File: src/rtl/scratch_mem_arbiter_if.sv
// Bundle of requester, bench-test and scratch-memory signals shared by the arbiter.
// The slave modport is the arbiter's view; the master modport is the requester/memory side.
interface scratch_mem_arbiter_if #(
  parameter int NUM_REQ = 4,
  parameter int ADDR_W  = 12,
  parameter int DATA_W  = 32
);
  logic [NUM_REQ-1:0]        reqIn;
  logic [NUM_REQ*ADDR_W-1:0] rdAddrIn;
  logic [NUM_REQ*ADDR_W-1:0] wrAddrIn;
  logic [NUM_REQ*DATA_W-1:0] wrDataIn;
  logic [NUM_REQ-1:0]        wrEnIn;
  logic                      testSel;
  logic [ADDR_W-1:0]         testRdAddr;
  logic [ADDR_W-1:0]         testWrAddr;
  logic [DATA_W-1:0]         testWrData;
  logic                      testWrEn;
  logic [DATA_W-1:0]         memDoutB;
  logic [ADDR_W-1:0]         memAddrA;
  logic [DATA_W-1:0]         memDinA;
  logic                      memWeA;
  logic [ADDR_W-1:0]         memAddrB;
  logic [NUM_REQ-1:0]        grantOut;
  logic [DATA_W-1:0]         rdDataOut;
  logic [NUM_REQ-1:0]        rdValidOut;
  logic                      testActive;
  logic                      busy;

  modport slave (
    input  reqIn, rdAddrIn, wrAddrIn, wrDataIn, wrEnIn,
    input  testSel, testRdAddr, testWrAddr, testWrData, testWrEn,
    input  memDoutB,
    output memAddrA, memDinA, memWeA, memAddrB,
    output grantOut, rdDataOut, rdValidOut, testActive, busy
  );

  modport master (
    output reqIn, rdAddrIn, wrAddrIn, wrDataIn, wrEnIn,
    output testSel, testRdAddr, testWrAddr, testWrData, testWrEn,
    output memDoutB,
    input  memAddrA, memDinA, memWeA, memAddrB,
    input  grantOut, rdDataOut, rdValidOut, testActive, busy
  );
endinterface

File: src/rtl/scratch_mem_arbiter.sv
// Round-robin, grant-locked arbiter sharing one scratch memory (write port A, read port B)
// between NUM_REQ datapath FSMs and an exclusive bench test port.
module scratch_mem_arbiter #(
  parameter int NUM_REQ = 4,
  parameter int ADDR_W  = 12,
  parameter int DATA_W  = 32
) (
  input logic clk,
  input logic reset,
  scratch_mem_arbiter_if.slave bus
);

  localparam int IDX_W = (NUM_REQ > 1) ? $clog2(NUM_REQ) : 1;

  localparam logic [1:0] IDLE    = 2'd0;
  localparam logic [1:0] GRANT   = 2'd1;
  localparam logic [1:0] RELEASE = 2'd2;
  localparam logic [1:0] TEST    = 2'd3;

  logic [1:0]         state_q, state_d;
  logic [IDX_W-1:0]   owner_q, owner_d;
  logic [IDX_W-1:0]   rrPtr_q, rrPtr_d;
  logic [NUM_REQ-1:0] grant_q, grant_d;
  logic [NUM_REQ-1:0] rdValid_q, rdValid_d;

  logic               pickValid;
  logic [IDX_W-1:0]   pickIdx;
  int                 candIdx;
  logic [IDX_W-1:0]   ownerNext;

  logic [ADDR_W-1:0]  rdAddrArr [NUM_REQ];
  logic [ADDR_W-1:0]  wrAddrArr [NUM_REQ];
  logic [DATA_W-1:0]  wrDataArr [NUM_REQ];

  logic [ADDR_W-1:0]  memAddrAMux;
  logic [DATA_W-1:0]  memDinAMux;
  logic               memWeAMux;
  logic [ADDR_W-1:0]  memAddrBMux;

  for (genvar i = 0; i < NUM_REQ; i++) begin : g_unpack
    assign rdAddrArr[i] = bus.rdAddrIn[i*ADDR_W +: ADDR_W];
    assign wrAddrArr[i] = bus.wrAddrIn[i*ADDR_W +: ADDR_W];
    assign wrDataArr[i] = bus.wrDataIn[i*DATA_W +: DATA_W];
  end

  // First requesting index at or after rrPtr, wrapping around.
  always_comb begin
    pickValid = 1'b0;
    pickIdx   = rrPtr_q;
    candIdx   = 0;
    for (int k = 0; k < NUM_REQ; k++) begin
      candIdx = int'(rrPtr_q) + k;
      if (candIdx >= NUM_REQ) candIdx = candIdx - NUM_REQ;
      if (!pickValid && bus.reqIn[IDX_W'(candIdx)]) begin
        pickValid = 1'b1;
        pickIdx   = IDX_W'(candIdx);
      end
    end
  end

  assign ownerNext = (owner_q == IDX_W'(NUM_REQ - 1)) ? '0 : owner_q + 1'b1;

  always_comb begin
    state_d = state_q;
    owner_d = owner_q;
    rrPtr_d = rrPtr_q;
    grant_d = grant_q;
    case (state_q)
      IDLE: begin
        if (bus.testSel) begin
          state_d = TEST;
        end else if (pickValid) begin
          state_d = GRANT;
          owner_d = pickIdx;
          grant_d = NUM_REQ'(1) << pickIdx;
        end
      end
      GRANT: begin
        if (!bus.reqIn[owner_q]) begin
          state_d = RELEASE;
          grant_d = '0;
          rrPtr_d = ownerNext;
        end
      end
      RELEASE: state_d = IDLE;
      TEST:    if (!bus.testSel) state_d = IDLE;
      default: state_d = IDLE;
    endcase
  end

  // Read data from port B lags its address by one cycle, so valid tags the previous owner.
  assign rdValid_d = (state_q == GRANT) ? (NUM_REQ'(1) << owner_q) : '0;

  always_ff @(posedge clk or negedge reset) begin
    if (!reset) begin
      state_q   <= IDLE;
      owner_q   <= '0;
      rrPtr_q   <= '0;
      grant_q   <= '0;
      rdValid_q <= '0;
    end else begin
      state_q   <= state_d;
      owner_q   <= owner_d;
      rrPtr_q   <= rrPtr_d;
      grant_q   <= grant_d;
      rdValid_q <= rdValid_d;
    end
  end

  // Decoded purely from registered state, so an asserted reset silences the memory at once.
  always_comb begin
    memAddrAMux = '0;
    memDinAMux  = '0;
    memWeAMux   = 1'b0;
    memAddrBMux = '0;
    case (state_q)
      GRANT: begin
        memAddrAMux = wrAddrArr[owner_q];
        memDinAMux  = wrDataArr[owner_q];
        memWeAMux   = bus.wrEnIn[owner_q];
        memAddrBMux = rdAddrArr[owner_q];
      end
      TEST: begin
        memAddrAMux = bus.testWrAddr;
        memDinAMux  = bus.testWrData;
        memWeAMux   = bus.testWrEn;
        memAddrBMux = bus.testRdAddr;
      end
      default: ;
    endcase
  end

  assign bus.memAddrA   = memAddrAMux;
  assign bus.memDinA    = memDinAMux;
  assign bus.memWeA     = memWeAMux;
  assign bus.memAddrB   = memAddrBMux;
  assign bus.grantOut   = grant_q;
  assign bus.rdDataOut  = bus.memDoutB;
  assign bus.rdValidOut = rdValid_q;
  assign bus.testActive = (state_q == TEST);
  assign bus.busy       = (state_q != IDLE);

endmodule
File: src/flat_wrapper.sv
// flat-port wrapper written by rule: the top's interface ports become plain ports
module scratch_mem_arbiter_flat 
#(
  parameter int NUM_REQ = 4,
  parameter int ADDR_W  = 12,
  parameter int DATA_W  = 32
)
  (clk, reset, bus_reqIn, bus_rdAddrIn, bus_wrAddrIn, bus_wrDataIn, bus_wrEnIn, bus_testSel, bus_testRdAddr, bus_testWrAddr, bus_testWrData, bus_testWrEn, bus_memDoutB, bus_memAddrA, bus_memDinA, bus_memWeA, bus_memAddrB, bus_grantOut, bus_rdDataOut, bus_rdValidOut, bus_testActive, bus_busy);
  scratch_mem_arbiter_if #(.NUM_REQ(NUM_REQ), .ADDR_W(ADDR_W), .DATA_W(DATA_W)) bus_i ();
  input logic clk;
  input logic reset;
  input wire logic [$bits(bus_i.reqIn)-1:0] bus_reqIn;
  input wire logic [$bits(bus_i.rdAddrIn)-1:0] bus_rdAddrIn;
  input wire logic [$bits(bus_i.wrAddrIn)-1:0] bus_wrAddrIn;
  input wire logic [$bits(bus_i.wrDataIn)-1:0] bus_wrDataIn;
  input wire logic [$bits(bus_i.wrEnIn)-1:0] bus_wrEnIn;
  input wire logic [$bits(bus_i.testSel)-1:0] bus_testSel;
  input wire logic [$bits(bus_i.testRdAddr)-1:0] bus_testRdAddr;
  input wire logic [$bits(bus_i.testWrAddr)-1:0] bus_testWrAddr;
  input wire logic [$bits(bus_i.testWrData)-1:0] bus_testWrData;
  input wire logic [$bits(bus_i.testWrEn)-1:0] bus_testWrEn;
  input wire logic [$bits(bus_i.memDoutB)-1:0] bus_memDoutB;
  output wire logic [$bits(bus_i.memAddrA)-1:0] bus_memAddrA;
  output wire logic [$bits(bus_i.memDinA)-1:0] bus_memDinA;
  output wire logic [$bits(bus_i.memWeA)-1:0] bus_memWeA;
  output wire logic [$bits(bus_i.memAddrB)-1:0] bus_memAddrB;
  output wire logic [$bits(bus_i.grantOut)-1:0] bus_grantOut;
  output wire logic [$bits(bus_i.rdDataOut)-1:0] bus_rdDataOut;
  output wire logic [$bits(bus_i.rdValidOut)-1:0] bus_rdValidOut;
  output wire logic [$bits(bus_i.testActive)-1:0] bus_testActive;
  output wire logic [$bits(bus_i.busy)-1:0] bus_busy;
  assign bus_i.reqIn = bus_reqIn;
  assign bus_i.rdAddrIn = bus_rdAddrIn;
  assign bus_i.wrAddrIn = bus_wrAddrIn;
  assign bus_i.wrDataIn = bus_wrDataIn;
  assign bus_i.wrEnIn = bus_wrEnIn;
  assign bus_i.testSel = bus_testSel;
  assign bus_i.testRdAddr = bus_testRdAddr;
  assign bus_i.testWrAddr = bus_testWrAddr;
  assign bus_i.testWrData = bus_testWrData;
  assign bus_i.testWrEn = bus_testWrEn;
  assign bus_i.memDoutB = bus_memDoutB;
  assign bus_memAddrA = bus_i.memAddrA;
  assign bus_memDinA = bus_i.memDinA;
  assign bus_memWeA = bus_i.memWeA;
  assign bus_memAddrB = bus_i.memAddrB;
  assign bus_grantOut = bus_i.grantOut;
  assign bus_rdDataOut = bus_i.rdDataOut;
  assign bus_rdValidOut = bus_i.rdValidOut;
  assign bus_testActive = bus_i.testActive;
  assign bus_busy = bus_i.busy;
  scratch_mem_arbiter #(.NUM_REQ(NUM_REQ), .ADDR_W(ADDR_W), .DATA_W(DATA_W)) u_core (.clk(clk), .reset(reset), .bus(bus_i));
endmodule
File: config.mk
export PLATFORM = sky130hd
export DESIGN_NAME = scratch_mem_arbiter_flat
export DESIGN_NICKNAME = d
export VERILOG_FILES = /design/src/rtl/scratch_mem_arbiter_if.sv /design/src/rtl/scratch_mem_arbiter.sv /design/src/flat_wrapper.sv
export SDC_FILE = /design/constraint.sdc
export NUM_CORES = 1
export LEC_CHECK = 0
export CELL_PAD_IN_SITES_DETAIL_PLACEMENT = 1
export CELL_PAD_IN_SITES_GLOBAL_PLACEMENT = 1
export CORE_AREA = 2 2 164 166
export CTS_BUF_LIST = sky130_fd_sc_hd__clkbuf_16
export DETAILED_ROUTE_END_ITERATION = 6
export DIE_AREA = 0 0 166 168
export PLACE_DENSITY = 0.65
export SETUP_SLACK_MARGIN = 0.2
export SLEW_MARGIN = 20
export SYNTH_ARGS = -nofsm -noshare
export SYNTH_HDL_FRONTEND = slang
export SYNTH_SLANG_ARGS = --single-unit
File: constraint.sdc
create_clock -name clk -period 5.6 [get_ports clk]
set_clock_uncertainty 0.2 [all_clocks]
set_input_delay 0.56 -clock clk [delete_from_list [all_inputs] [get_ports clk]]
set_output_delay 0.56 -clock clk [all_outputs]
set_load 0.005 [all_outputs]
==> flow_summary.yaml, run 1 <==
routing:
  viasPerCell: 4.01
  firstDrtPassIters: 4
  route.detailed.drc: 0
  wire_per_inst_um: 19.7
  vias: 3865
  postRouteAntennaNets: 0
  first_iter_violations: 112
  wl_um: 19000
floorplan:
  ios: 423
  fp.dieH_um: 168
  core_um2: 26400
  start_util_pct: 13.0
  dieArea_um2: 27900
  num_rows: 60
  die_w_um: 166
placement:
  dp_slack_ns: 2.00
  gp_routability_congestion: 0.794
  postPlaceCellArea_um2: 7090
  place_hpwl_um: 15800
  port-buffer-count: 358
setup_path:
  criticalPathCategory: "flop to output pin"
  slowest_stage: "dfrtp_4"
  endpoint_kind: "output pin"
  cp.required_ns: 4.84
  worstPathArrival_ns: 3.02
  path_max_fanout: 46
  critical_path_buf_inv_count: 2
  path_cells: "buf_4 -> mux4_2 -> mux2i_1 -> nor2b_1 -> clkdlybuf4s50_1"
  cp_top_family: "flip-flops"
  cpPeakStageDelay_ns: 1.01
  cp-start-kind: "flop"
power:
  p_leak_nw: 2.56
  powerDensity_nw_per_um2: 345
  peakVddDrop_v: 0.000276
logic_synthesis:
  ys_top_cells_by_area: "mux4_2 (38%), mux2i_1 (17%), nor2b_1 (12%)"
  seq_area_frac_synth_pct: 10.2
  synth_top_area_share_pct: 38.1
  synthTopCellsByCount: "nor2b_1 (63), mux4_2 (58), mux2i_1 (57)"
  async_flop_share_pct: 100
  synth_top_area_cell: "mux4_2"
  ys_seq_elements: 14
  ys_warn_count: 0
  synth_nets: 651
  avgSynthCellArea_um2: 10.6
  yosysMostFrequentCell: "nor2b_1"
  syn_inst: 323
  synth_edf_count: 0
  synthDistinctLibCells: 37
  synth-main-ff-cell: "dfrtp_1"
  netlist_area_um2: 3430
sta:
  finalSetupViolations: 0
  finalHoldViolations: 0
  rsz0062_at_grt: "no"
  post-route-period-util_pct: 67.5
  period_needed_ns: 3.78
  hold_ws_ns: 0.319
  maxSlewViolCount: 0
  slew_headroom_pct: 38.7
  setup_tns_ns: 0
  worst_slack_ns: 1.82
  worst_pin_slew_ns: 0.920
  clock.fmax_mhz: 265
clocking:
  clk_latency_ns: 0.25
  clk_pin_slew_ns: 0.05
  cts_tree: "built"
  cts_resized: 0
  cts_buffer_depth: 2
  cts.sinks: 14
  root_buffer: "clkbuf_16"
  numCtsBuffers: 3
  cts_setup_buffers: 0
  cts_max_level: 1
  cts-hold-fix-buffers: 0
grt:
  antenna_found_initial: 0
  grt_overflow_total: 0
  grt_pass1_vias: 4111
  grt_pass1_wl_um: 27900
  grt_use_total_pct: 13.0
  grt_max_degree: 47
hold_path:
  min_path_type: "flop to flop"
layout:
  diodes: 0
  syn_to_final_growth_pct: 109
  nets: 952
  layout-drive-gt1-share_pct: 11.9
  ff_latch_area_um2: 363
  nFillCells: 3011
  design_area_um2: 7170
  multi_input_area_um2: 2680
job:
  maxCapViolCount: 0
status:
  status: "finished clean"
[final cells by class]
cell class                 instances  area share (%)
sequential                        14            5.06
multi-input combinational        240            37.3
clock inverter                     1          0.0523
timing repair buffer             362            50.4
tap                              341            5.95
inverter                           3           0.157
clock buffer                       3            1.05
[sequential cells by signal, summed over array words and instances (netlist names)]
signal	flops
u_core.bus.grantOut	4
u_core.bus.rdValidOut	4
u_core.owner_q	2
u_core.rrPtr_q	2
u_core.state_q	2
[routing by layer]
layer / vias up / routed length, µm / track usage (%)
li1: 1790 / - / -
met1: 1921 / 8090 / 16.8
met2: 150 / 9770 / 23.0
met3: 4 / 1130 / 2.99
met4: 0 / 23 / 0.832
met5: - / 0 / 0
[power breakdown]
part,total [W],internal [W],switching [W]
combinational,0.00190,0.00129,0.000616
clock,0.000138,0.0000945,0.0000439
sequential,0.000432,0.000146,0.000285
total,0.00247,0.00153,0.000946
[worst paths after layout]
path	slack, ns	start	end	cells after the start
worst min-delay path	0.32	u_core.bus.grantOut[0]	u_core.bus.grantOut[0]	1
max in group asynchronous	4.16	reset	u_core.owner_q[0]	1
worst max register to register	2.81	u_core.owner_q[0]	u_core.rrPtr_q[0]	3
min in group asynchronous	0.53	reset	u_core.state_q[1]	1
worst min register to register	0.32	u_core.bus.grantOut[0]	u_core.bus.grantOut[0]	1
worst max-delay path	1.82	u_core.owner_q[0]	bus_memDinA[30]	5
[placed cells by master (no fill, tap or decap), drive strengths merged, types with 3 or more instances in the layout]
cell	count
inv	3
nor2	8
nand2b	3
clkbuf	3
and2	5
ha	4
mux2i	57
o21ai	6
buf	4
nand2	7
clkdlybuf4s50	358
o22ai	4
nor3	3
mux4	58
dfrtp	14
nor2b	63
[kinds of logic (layout without fill, tap and decap cells)]
| kind of cell | count (synthesis) | after routing | synth area share [%] |
|---|---|---|---|
| flip-flops | 14 | 14 | 10.2 |
| multiplexers | 116 | 116 | 55.1 |
| AO/OA/AOI/OAI | 25 | 25 | 5.00 |
| adder cells (fa/ha/maj) | 4 | 4 | 1.46 |
| buffers and inverters | 69 | 369 | 11.6 |
| AND/OR/NAND/NOR | 95 | 95 | 16.6 |
[stage by stage]
step	std cells	total power (W)	utilization, %
after floorplan	323	0.00140	-
after global placement	960	0.00237	26.9
after detailed placement	960	0.00239	26.9
after CTS	964	0.00253	27.2
after global routing	964	0.00267	27.2
final	964	0.00247	27.2
Note: power is estimated with default switching activity, not from simulation.
==> inputs of run 2 (changes only) <==
- CORE_AREA: 2 2 164 166 -> unset
- CORE_ASPECT_RATIO: unset -> 0.5
- CORE_MARGIN: unset -> 2
- CORE_UTILIZATION: unset -> 17
- DIE_AREA: 0 0 166 168 -> unset
- PLACE_DENSITY: 0.65 -> 0.81
- clock period: 5.6 -> 3.54 ns (I/O delays scaled with it)
==> flow_summary.yaml, run 2 (synthesis gave the netlist of run 1 again) <==
status:
  status: "finished clean"
grt:
  grt_pass1_vias: 4406
  grt_pass1_wl_um: 30500
  antenna_found_initial: 2
  grt_use_total_pct: 19.4
  grt_overflow_total: 0
  grt_max_degree: 67
layout:
  design_area_um2: 7140
  layout-drive-gt1-share_pct: 12.0
  nets: 953
  final_cell_mix: "clkdlybuf4s50_1 (358), nor2b_1 (63), mux4_2 (58)"
  nFillCells: 2169
  syn_to_final_growth_pct: 108
  final_core_util_pct: 36.4
  mostFrequentLayoutCell: "clkdlybuf4s50_1"
floorplan:
  ios: 423
  fp.dieH_um: 104
  dieArea_um2: 21400
  die_w_um: 205
  core_um2: 19600
  num_rows: 36
  start_util_pct: 17.5
clocking:
  cts_tree: "built"
  cts-hold-fix-buffers: 0
  cts_resized: 0
  cts.sinks: 14
  clk_latency_ns: 0.24
  numCtsBuffers: 3
  root_buffer: "clkbuf_16"
  cts_setup_buffers: 0
  cts_max_level: 1
  cts_buffer_depth: 2
  clk_pin_slew_ns: 0.05
setup_path:
  cp-start-kind: "flop"
  cp_top_family: "buffers and inverters"
  criticalPathCategory: "flop to output pin"
  path_cells: "buf_12 -> mux4_2 -> mux2i_1 -> nor2b_1 -> clkdlybuf4s50_1"
  slowest_stage: "dfrtp_2"
  endpoint_kind: "output pin"
  worstPathArrival_ns: 2.44
  cp.required_ns: 2.99
  cpPeakStageDelay_ns: 0.65
  critical_path_buf_inv_count: 2
  path_max_fanout: 45
power:
  peakVddDrop_v: 0.000201
  fin_total_pwr_w: 0.00407
  pwr-share-clk_pct: 5.3
  powerDensity_nw_per_um2: 569
  switching_share_pct: 39.0
  intPower_w: 0.00248
  p_leak_nw: 2.58
  switching_power_w: 0.00158
  pwr-share-comb_pct: 81.7
  p_seq_share_pct: 13.1
sta:
  finalSetupViolations: 0
  setup_tns_ns: 0
  worst_pin_slew_ns: 0.668
  slew_headroom_pct: 55.3
  finalHoldViolations: 0
  maxSlewViolCount: 0
  period_needed_ns: 3.00
  rsz0062_at_grt: "no"
  post-route-period-util_pct: 84.6
  clock.fmax_mhz: 334
  worst_slack_ns: 0.544
hold_path:
  min_path_type: "flop to flop"
routing:
  first_iter_violations: 214
  viasPerCell: 4.40
  wl_um: 21400
  wire_per_inst_um: 23.9
  route.detailed.drc: 0
  postRouteAntennaNets: 0
  vias: 3921
  firstDrtPassIters: 6
placement:
  gp_routability_congestion: 1.07
  postPlaceCellArea_um2: 7030
  dp_slack_ns: 0.814
  place_hpwl_um: 18300
  port-buffer-count: 358
job:
  maxCapViolCount: 0
## run 2: path summary, 6_finish.rpt
path	start	to	slack, ns	cells after the start
worst max register to register	u_core.owner_q[1]	u_core.rrPtr_q[0]	1.03	4
worst min register to register	u_core.bus.grantOut[2]	u_core.bus.grantOut[2]	0.31	1
worst min-delay path	u_core.bus.grantOut[2]	u_core.bus.grantOut[2]	0.31	1
max in group asynchronous	reset	u_core.state_q[0]	2.32	1
worst max-delay path	u_core.owner_q[1]	bus_memAddrA[7]	0.54	5
min in group asynchronous	reset	u_core.bus.grantOut[3]	0.32	1
## run 2: power by group through the flow
stage          combinational [W]  sequential (W)  clock (W)
4_1_cts                  0.00325        0.000622   0.000219
5_1_grt                  0.00354        0.000563   0.000227
2_1_floorplan            0.00195        0.000264          0
6_report                 0.00332        0.000531   0.000215
3_5_place_dp             0.00323        0.000621          0
3_3_place_gp             0.00317        0.000612          0
## run 2: per-stage QoR
step                cells  hold slack (ns)
floorplan             323           -0.142
global placement      885            0.279
detailed placement    885            0.301
CTS                   889            0.315
global route          892            0.335
finish                892            0.315
## run 2: metal layers
metal / GRT usage, % / vias to the layer above / wire (µm)
li1: - / 1800 / -
met1: 25.2 / 1999 / 8750
met2: 34.2 / 106 / 11200
met3: 3.35 / 14 / 1220
met4: 2.85 / 2 / 189
met5: 0 / - / 14
## run 2: cell type report
cell class	count	area [µm²]	share of cell area [%]
repair buffers	363	3670	51.4
multi-input cells	240	2680	37.5
flip-flops and latches	14	363	5.08
well taps	266	333	4.66
clock buffers	3	75.1	1.05
inverters	3	11.3	0.158
diodes	2	5.00	0.0701
clock inverters	1	3.75	0.0526
==> inputs of run 3 (changes only) <==
- clock period: 3.54 -> 2.76 ns (I/O delays scaled with it)
==> flow_summary.yaml, run 3 (synthesis gave the netlist of run 1 again) <==
setup_path:
  cp.required_ns: 2.28
  worstPathArrival_ns: 2.22
  r2r_slack_ns: 0.17
  endpoint_kind: "output pin"
  r2r_start: "u_core.owner_q[0]"
  crit_end: "bus_memAddrB[0]"
  criticalPathCategory: "flop to output pin"
  r2r_end: "u_core.rrPtr_q[0]"
  path_max_fanout: 9
  crit_start: "u_core.owner_q[0]"
  cp-start-kind: "flop"
  ff2ff_path_depth: 7
placement:
  dp_slack_ns: 0.294
  gp_routability_congestion: 1.03
  place_hpwl_um: 18300
  port-buffer-count: 358
clocking:
  root_buffer: "clkbuf_16"
  cts_buffer_depth: 2
  cts-hold-fix-buffers: 0
  cts_tree: "built"
  cts_max_level: 1
  clk_latency_ns: 0.24
  clk_pin_slew_ns: 0.04
  numCtsBuffers: 3
  cts.sinks: 14
grt:
  grt_max_degree: 63
  grt_pass1_wl_um: 31200
  grt_pass1_vias: 4440
  grt_use_total_pct: 20.0
  antenna_found_initial: 4
  grt_overflow_total: 0
layout:
  final_cell_mix: "clkdlybuf4s50_1 (336), nor2b_1 (63), mux4_2 (58)"
  mostFrequentLayoutCell: "clkdlybuf4s50_1"
  nets: 978
  syn_to_final_growth_pct: 117
  layout-drive-gt1-share_pct: 16.0
  final_core_util_pct: 38.0
  nFillCells: 2169
routing:
  vias: 4086
  wl_um: 22100
  firstDrtPassIters: 4
  viasPerCell: 4.46
  first_iter_violations: 270
  route.detailed.drc: 0
  wire_per_inst_um: 24.1
  postRouteAntennaNets: 0
floorplan:
  num_rows: 36
  ios: 423
  dieArea_um2: 21400
  fp.dieH_um: 104
  core_um2: 19600
  start_util_pct: 17.5
  die_w_um: 205
sta:
  finalSetupViolations: 0
  worst_slack_ns: 0.0611
  rsz0062_at_grt: "yes"
  slew_headroom_pct: 54.9
  clock.fmax_mhz: 371
  post-route-period-util_pct: 97.8
  period_needed_ns: 2.70
  finalHoldViolations: 0
  worst_pin_slew_ns: 0.674
  setup_tns_ns: 0
  maxSlewViolCount: 0
hold_path:
  min_path_type: "input pin to async pin"
power:
  p_leak_nw: 2.86
  powerDensity_nw_per_um2: 745
  peakVddDrop_v: 0.000498
status:
  status: "finished clean"
job:
  maxCapViolCount: 0
-- run 3: cell type report --
| cell class | instances | area [µm²] | share of cell area (%) |
|---|---|---|---|
| sequential | 14 | 360 | 4.84 |
| antenna | 2 | 5.00 | 0.0672 |
| multi-input combinational | 240 | 2680 | 36.0 |
| clock inverter | 1 | 3.75 | 0.0504 |
| tap | 266 | 333 | 4.47 |
| timing repair buffer | 388 | 3980 | 53.4 |
| inverter | 3 | 11.3 | 0.151 |
| clock buffer | 3 | 75.1 | 1.01 |
-- run 3: how the worst min path moves through the flow --
stage / slack [ns] / endpoint / cells past startpoint / start
final: 0.25 / u_core.bus.grantOut[3] / 1 / reset
after global routing: 0.27 / u_core.state_q[1] / 1 / reset
after CTS: 0.26 / u_core.bus.grantOut[3] / 1 / reset
after detailed placement: 0.28 / u_core.bus.grantOut[2] / 1 / u_core.bus.grantOut[2]
after global placement: 0.28 / u_core.bus.grantOut[0] / 1 / u_core.bus.grantOut[0]
after floorplan: -0.22 / u_core.bus.grantOut[0] / 0 / reset
-- run 3: timing repair --
item	4_1_cts	5_1_grt
setup buffers	7	5
setup endpoints to repair	57	47
resized for setup	22	15
gates cloned	3	0
-- run 3: per-layer routing --
layer	global-route usage [%]	wire [µm]
met5	0	0
met4	3.31	219
met3	4.42	1280
met2	33.5	11100
met1	26.6	9490
-- run 3: report_power, final --
| part | switching, W | total [W] | internal, W |
|---|---|---|---|
| combinational | 0.00184 | 0.00476 | 0.00291 |
| sequential | 0.000218 | 0.000520 | 0.000302 |
| clock | 0.0000828 | 0.000274 | 0.000191 |
| total | 0.00214 | 0.00555 | 0.00341 |
-- run 3: per-stage QoR --
stage | instances | total power (W) | hold slack [ns] | instance area, µm²
after floorplan | 323 | 0.00284 | -0.220 | 3430
after global placement | 896 | 0.00497 | 0.282 | 7150
after detailed placement | 896 | 0.00506 | 0.277 | 7150
after CTS | 910 | 0.00554 | 0.260 | 7390
after global routing | 917 | 0.00590 | 0.273 | 7450
final | 917 | 0.00555 | 0.248 | 7450
-- run 3: critical path: stages (launching register included) --
cell	delay, ns
dfrtp_4	0.49
buf_6	0.20
mux4_2	0.50
mux2i_1	0.24
nor2b_1	0.08
clkdlybuf4s50_1	0.46
